## config.mk

```make
export PLATFORM = sky130hd
export DESIGN_NAME = mac_sequencer
export DESIGN_NICKNAME = d
export VERILOG_FILES = /design/src/rtl/mac_sequencer.sv
export SDC_FILE = /design/constraint.sdc
export NUM_CORES = 1
export LEC_CHECK = 0
export BUFFER_PORTS_ARGS = -buffer_cell sky130_fd_sc_hd__clkbuf_2
export CAP_MARGIN = 20
export CORE_UTILIZATION = 48
export DETAILED_ROUTE_END_ITERATION = 7
export PLACE_DENSITY_LB_ADDON = 0.2
export SLEW_MARGIN = 20
export SYNTH_ARGS = -nofsm -noshare
export SYNTH_HDL_FRONTEND = slang
export SYNTH_SLANG_ARGS = --single-unit
```

## constraint.sdc

```tcl
create_clock -name Clk -period 6 [get_ports Clk]
set_input_delay 0.6 -clock Clk [delete_from_list [all_inputs] [get_ports Clk]]
set_output_delay 0.6 -clock Clk [all_outputs]
set_load 0.05 [all_outputs]
```

## src/rtl/mac_sequencer.sv

```systemverilog
// Sequences one MultAccum through a dot product of Len sample/kernel pairs read from two sync-read memories.
// Optional build macro CONV_AUTO_SLIDE_EN: Start held at the result handshake restarts with SampleBase+1.
module mac_sequencer #(
  parameter int ADDR_W  = 10,
  parameter int LEN_W   = 9,
  parameter int ACC_LAT = 1
) (
  input  logic              Clk,
  input  logic              Reset,
  input  logic              Start,
  input  logic [LEN_W-1:0]  Len,
  input  logic [ADDR_W-1:0] SampleBase,
  output logic              Busy,
  output logic [ADDR_W-1:0] SampleAddr,
  output logic [ADDR_W-1:0] KernelAddr,
  input  logic [7:0]        SampleData,
  input  logic [7:0]        KernelData,
  output logic [7:0]        MacX,
  output logic [7:0]        MacY,
  output logic              MacAccumReset,
  input  logic [31:0]       MacLocalReg,
  output logic [31:0]       Result,
  output logic              ResultValid,
  input  logic              ResultReady
);

  localparam int DRAIN_W = $clog2(ACC_LAT + 2);

  typedef enum logic [2:0] {
    IDLE,
    CLEAR,
    RUN,
    DRAIN,
    DONE
  } state_e;

  state_e              state_q, state_d;
  logic [LEN_W-1:0]    len_q, len_d;
  logic [ADDR_W-1:0]   base_q, base_d;
  logic [LEN_W-1:0]    tap_q, tap_d;
  logic [DRAIN_W-1:0]  drain_q, drain_d;
  logic [ADDR_W-1:0]   saddr_q, saddr_d;
  logic [ADDR_W-1:0]   kaddr_q, kaddr_d;
  logic [31:0]         result_q, result_d;
  logic                valid_q, valid_d;
  logic [LEN_W-1:0]    tap_next;

  always_ff @(posedge Clk or posedge Reset) begin
    if (Reset) begin
      state_q  <= IDLE;
      len_q    <= '0;
      base_q   <= '0;
      tap_q    <= '0;
      drain_q  <= '0;
      saddr_q  <= '0;
      kaddr_q  <= '0;
      result_q <= '0;
      valid_q  <= 1'b0;
    end else begin
      state_q  <= state_d;
      len_q    <= len_d;
      base_q   <= base_d;
      tap_q    <= tap_d;
      drain_q  <= drain_d;
      saddr_q  <= saddr_d;
      kaddr_q  <= kaddr_d;
      result_q <= result_d;
      valid_q  <= valid_d;
    end
  end

  always_comb begin
    state_d  = state_q;
    len_d    = len_q;
    base_d   = base_q;
    tap_d    = tap_q;
    drain_d  = drain_q;
    saddr_d  = saddr_q;
    kaddr_d  = kaddr_q;
    result_d = result_q;
    valid_d  = (state_q == RUN);
    tap_next = tap_q + LEN_W'(1);

    case (state_q)
      IDLE: begin
        if (Start) begin
          len_d   = Len;
          base_d  = SampleBase;
          state_d = CLEAR;
        end
      end
      CLEAR: begin
        tap_d   = '0;
        drain_d = '0;
        if (len_q == '0) begin
          result_d = '0;
          state_d  = DONE;
        end else begin
          saddr_d = base_q;
          kaddr_d = '0;
          state_d = RUN;
        end
      end
      RUN: begin
        tap_d = tap_next;
        // Addresses hold on the last tap, so they always show the last pair issued.
        if (tap_q == len_q - LEN_W'(1)) begin
          state_d = DRAIN;
        end else begin
          saddr_d = base_q + ADDR_W'(tap_next);
          kaddr_d = ADDR_W'(tap_next);
        end
      end
      DRAIN: begin
        if (drain_q == DRAIN_W'(ACC_LAT)) begin
          result_d = MacLocalReg;
          state_d  = DONE;
        end else begin
          drain_d = drain_q + DRAIN_W'(1);
        end
      end
      DONE: begin
        if (ResultReady) begin
`ifdef CONV_AUTO_SLIDE_EN
          if (Start) begin
            base_d  = base_q + ADDR_W'(1);
            state_d = CLEAR;
          end else begin
            state_d = IDLE;
          end
`else
          state_d = IDLE;
`endif
        end
      end
      default: state_d = IDLE;
    endcase
  end

  // Operands are zeroed outside valid read-data cycles so the accumulator holds its value.
  assign MacX          = valid_q ? SampleData : 8'd0;
  assign MacY          = valid_q ? KernelData : 8'd0;
  assign Busy          = (state_q != IDLE);
  assign MacAccumReset = (state_q == CLEAR);
  assign ResultValid   = (state_q == DONE);
  assign Result        = result_q;
  assign SampleAddr    = saddr_q;
  assign KernelAddr    = kaddr_q;

endmodule

```

==> After elaboration in Yosys (flattened, before gate mapping) <==
Cells that the tools add are included.
{ "word_totals": {"register_bits": 86, "latchBits": 0, "mem_bits_rw": 0, "rom_bits": 0, "input_bits": 71, "elab_cells": 57, "n_memories": 0} }
{ "classes": {"addsub": 4, "n_mul": 0, "div": 0, "n_lt_le_gt_ge": 0, "n_eq_ne": 14, "n_shift": 0, "muxes": 20, "bitwise_logic": 0, "reduce_logical": 10} }
{ "ops": {"columns": ["op", "count"], "rows": [
  ["$mux W32", 2],
  ["$pmux W32 S2", 1],
  ["$mux W10", 4],
  ["$pmux W10 S2", 2],
  ["$pmux W9 S2", 1],
  ["$mux W8", 2],
  ["$mux W3", 5],
  ["$pmux W3 S5", 1],
  ["$add A10 B9 Y10", 1],
  ["$ne A2 B2 Y1 const B", 5],
  ["$add A9 B1 Y9 const B", 1],
  ["$eq A9 B9 Y1", 1],
  ["$logic_not A9 Y1", 1],
  ["$sub A9 B1 Y9 const B", 1],
  ["$eq A3 B2 Y1 const B", 2],
  ["$ne A2 B1 Y1 const B", 3],
  ["$reduce_and A3 Y1", 2],
  ["$pmux W2 S2", 1],
  ["$reduce_and A2 Y1", 2],
  ["$reduce_and A4 Y1", 1],
  ["$reduce_bool A2 Y1", 2],
  ["$eq A3 B1 Y1 const B", 1],
  ["$eq A3 B3 Y1 const B", 1],
  ["$logic_not A3 Y1", 1],
  ["4 further kinds", 4]
]} }

==> Logic depth before layout (Yosys ltp) <==
{ "depth": {"ltp_word": 4, "depth_mapped": 12, "depth_no_buf": 11} }

==> Least setup slack after synthesis <==
OpenSTA, ideal clock, no wires.
{ "synth_timing": {"path_type": "flip-flop to flip-flop", "start": "register tap_q[2]", "end": "register saddr_q[8] (netlist: SampleAddr[8])", "t_arrival_ns": 2.328, "path_slack_ns": 3.547, "stages_incl_launch_ff": 12, "n_path_buf": 1, "period_less_slack_ns": 2.453, "cell_sequence": "dfrtp_1 clkbuf_1 and3_1 and3_1 xor2_1 ha_1 nand3_1 o211ai_1 o41ai_1 xor2_1 o21ai_0 mux2_2"} }
{ "synth_between": {"elab_chain_len": 4, "elab_cells_between_ends": 7} }
{ "synth_rtl": {"columns": ["element", "line", "source"], "rows": [
  ["start: declaration", "40", "logic [LEN_W-1:0] tap_q, tap_d;"],
  ["start signal: assignment", "63", "tap_q <= tap_d;"],
  ["$add A9 B1 Y9", "82", "tap_next = tap_q + LEN_W'(1);"],
  ["$add A10 B9 Y10", "110", "saddr_d = base_q + ADDR_W'(tap_next);"],
  ["$mux W10", "107", "if (tap_q == len_q - LEN_W'(1)) begin"],
  ["$pmux W10 S2", "84", "case (state_q)"],
  ["end signal: assignment", "65", "saddr_q <= saddr_d;"],
  ["end: declaration", "42", "logic [ADDR_W-1:0] saddr_q, saddr_d;"]
]} }
Parallel ways exist; a longest one is shown, timed or not. The select of a mux whose other input is x is not followed.
A chain may end at the register's enable or synchronous reset.

==> Final worst setup path <==
{ "layout_timing": {"start": "register state_q[1]", "end": "register saddr_q[7] (netlist: SampleAddr[7])"} }
{ "layout_between": {"elab_chain_len": 3, "elab_cells_between_ends": 7} }
{ "layout_rtl": {"columns": ["element", "line", "source"], "rows": [
  ["start: declaration", "37", "state_e state_q, state_d;"],
  ["start signal: assignment", "60", "state_q <= state_d;"],
  ["$eq A3 B2 Y1 / $eq A3 B1 Y1 (equally long branches)", "84", null],
  ["$ne A2 B2 Y1 (no source line) / $reduce_bool A2 Y1 (equally long branches)", null, null],
  ["$reduce_and A3 Y1 (no source line)", null, null]
]} }
Parallel ways exist; a longest one is shown, timed or not.

==> flow_metrics.tcl <==
set metrics [dict create \
    die_w_um 98.1 \
    clock-sinks 85 \
    antenna_cells 0 \
    num_vias 3659 \
    hold_buffers 0 \
    numCtsBuffers 9 \
    status "finished, violations left" \
    cts_tree "yes" \
    grt_use_total 0.220 \
    synth-edff-count 0 \
    crit_arrival_ps 3300 \
    ys_warn_count 0 \
    synth.avg_cell_area_sq_um 9.77 \
    drt-total-wl_mm 9.79 \
    final.setup.tns_ps 0 \
    clock_path_buffers 2 \
    worstSetupStartpointType "flip-flop" \
    post-route-period-util 0.508 \
    post-synth-top-count-cell "nand2_1" \
    hold_viol 0 \
    grt_pass1_wl_mm 17.0 \
    yosysSeqAreaShare 0.479 \
    grt_overflow 0 \
    io_buffers 140 \
    power_density_nw_per_um2 599 \
    violations "design-rule violations" \
    period_needed_ps 3050 \
    synth_top_family_by_area "simple AND/OR/NAND/NOR gates" \
    post-route-drc-count 11 \
    post_cts_resized 0 \
    report.final.slew_viol_count 0 \
    finish.instance_area_sq_um 5390 \
    cts_root_buf "clkbuf_8" \
    end_kind "flip-flop" \
    synth_top_cells_by_area "dfrtp_1 (48%), nand2_1 (8.2%), mux2_2 (6.6%)" \
    dpl_cell_area_sq_um 5190 \
    p_leak_nw 2.75 \
    num_rows 34 \
    start_util 0.501 \
    cts_setup_buffers 0 \
    reg2reg_setup_slack_ps 2950 \
    crit_path_max_incr_delay_ps 620 \
    multi_input_area_sq_um 2150 \
    synth_cell_types 47 \
    regArea_sq_um 2130 \
    htree_levels 3 \
    synth_area_sq_um 4440 \
    required_ps 6250 \
    antenna_found_initial 0 \
    pre_cts_ws_ps 3000 \
    peakVddDrop_uv 261 \
    clk_pin_slew_ps 90 \
    wl_per_cell_um 14.0 \
    grt_start_max_net_pins 86 \
    gp_congestion 0.890 \
    drt_iter0_drc 174 \
    final-setup-viol-count 0 \
    hp-class "input port to async pin" \
    clk_latency_ps 370 \
    fmax_ghz 0.328 \
    worstPathCellList "inv_2 -> or3_1 -> inv_2 -> nor2_1 -> nor2_2 -> o21ai_4 -> mux2_2" \
    synth_top_area_cell "dfrtp_1" \
    nets 670 \
    die-area_sq_um 9630 \
    synth_top_area_frac 0.479 \
    syn2layout_area_growth_pct 21.5 \
    n_fill_cell 792 \
    io_pins 142 \
    die_y_um 98.1 \
    synth-xor-area-share 0.0494 \
    critPathKind "flip-flop to flip-flop" \
    synthMuxAreaShare 0.0987 \
    crit_family "simple AND/OR/NAND/NOR gates" \
    synthCells 454 \
    drive_gt1_frac 0.347 \
    cap_violations 0 \
    synth_compound_area_frac 0.114 \
    worst-path-buf-inv 2 \
    ys_seq_elements 85 \
    worst_pin_slew_ps 775 \
    synth_ff_type "dfrtp_1" \
    critPathMaxFanout 20 \
    slew-limit-headroom 0.484 \
    grt_pass1_vias 3739 \
    dp_hpwl_mm 7.03 \
    synthSimpleGateAreaFrac 0.184 \
    ant_nets 0 \
    synth_common_cells "nand2_1 (97), dfrtp_1 (85), o21ai_0 (46)" \
    vias_per_cell 5.23 \
    first_pass_iters 8 \
    clock_skew_ps 12.6 \
    core_sq_um 8850 \
    grt_setup_unrepaired "no" \
    synthAdderAreaFrac 0.0384 \
    slowest_stage "nor2_1" \
    layout_setup_ws_ps 2950 \
    ys_async_sr_fraction 1.00 \
    synth_nets 538 \
    path_common_cell "inv_2" \
]
-- cells by family (layout without fill, tap and decap cells) --
family | Yosys count | in the layout
compound gates | 83 | 83
xor+xnor | 25 | 25
fa+ha+maj | 13 | 13
buf+inv | 36 | 173
flops | 85 | 85
mux | 37 | 37
other cells | 1 | 1
simple gates | 174 | 174
-- metrics by stage --
stage          power [W]   util  cells  hold WS [ps]
5_1_grt          0.00347  0.609    699           453
2_1_floorplan    0.00247      -    454           460
4_1_cts          0.00325  0.609    699           411
3_5_place_dp     0.00285  0.587    683           470
6_report         0.00323  0.609    699           364
3_3_place_gp     0.00279  0.587    683           461
-- state kept, by name, indices dropped and copies added (netlist names) --
signal      flops
state_q         3
drain_q         2
Result         32
KernelAddr      9
valid_q         1
tap_q           9
base_q         10
SampleAddr     10
len_q           9
-- routing by layer --
metal  vias up  GRT usage  part of all wire
met4         0      0.107             0.024
met1      1717      0.288              0.44
met2       122      0.356              0.48
met5         -          0                 0
met3        23     0.0401             0.058
li1       1797          -                 -
-- where the power goes --
part,internal (W),switching (W),total (W)
clock,0.000177,0.000220,0.000397
sequential,0.000798,0.000202,0.000999
combinational,0.000612,0.00122,0.00183
-- cells in the final DEF, fill, tap and decap left out, drive strengths merged, types with 2 or more instances in the layout --
cell type,instances
o31ai,5
nand2,97
a31oi,3
nor3,8
a21o,11
nand4,2
nand3,10
o21ai,47
clkbuf,151
mux2i,4
and2,23
a21oi,7
or3,4
dfrtp,85
and3,2
or2,2
clkinv,2
inv,15
nor2,17
xnor2,19
buf,3
clkinvlp,2
mux2,33
xor2,6
o211ai,5
ha,12
nor2b,4
-- worst min-delay path: cells and delay by family --
kind	cells	cell delay, ps
buffers and inverters	3	650
-- final cells by class --
cell class                 count  area share
tap                          108      0.0251
sequential                    85       0.395
inverter                      14     0.00998
clock buffer                  11      0.0281
timing repair buffer         143       0.135
multi-input combinational    333       0.400
clock inverter                 5     0.00766
-- worst paths after layout --
kind / from / endpoint / depth (start not counted)
min: Reset / Result[13] / 3
max: state_q[1] / SampleAddr[7] / 7
max reg2reg: state_q[1] / SampleAddr[7] / 7
max in group asynchronous: Reset / Result[19] / 3
min in group Clk: ResultReady / state_q[2] / 2
min reg2reg: Result[19] / Result[19] / 2
No activity file was read; power rests on OpenSTA's default activity.
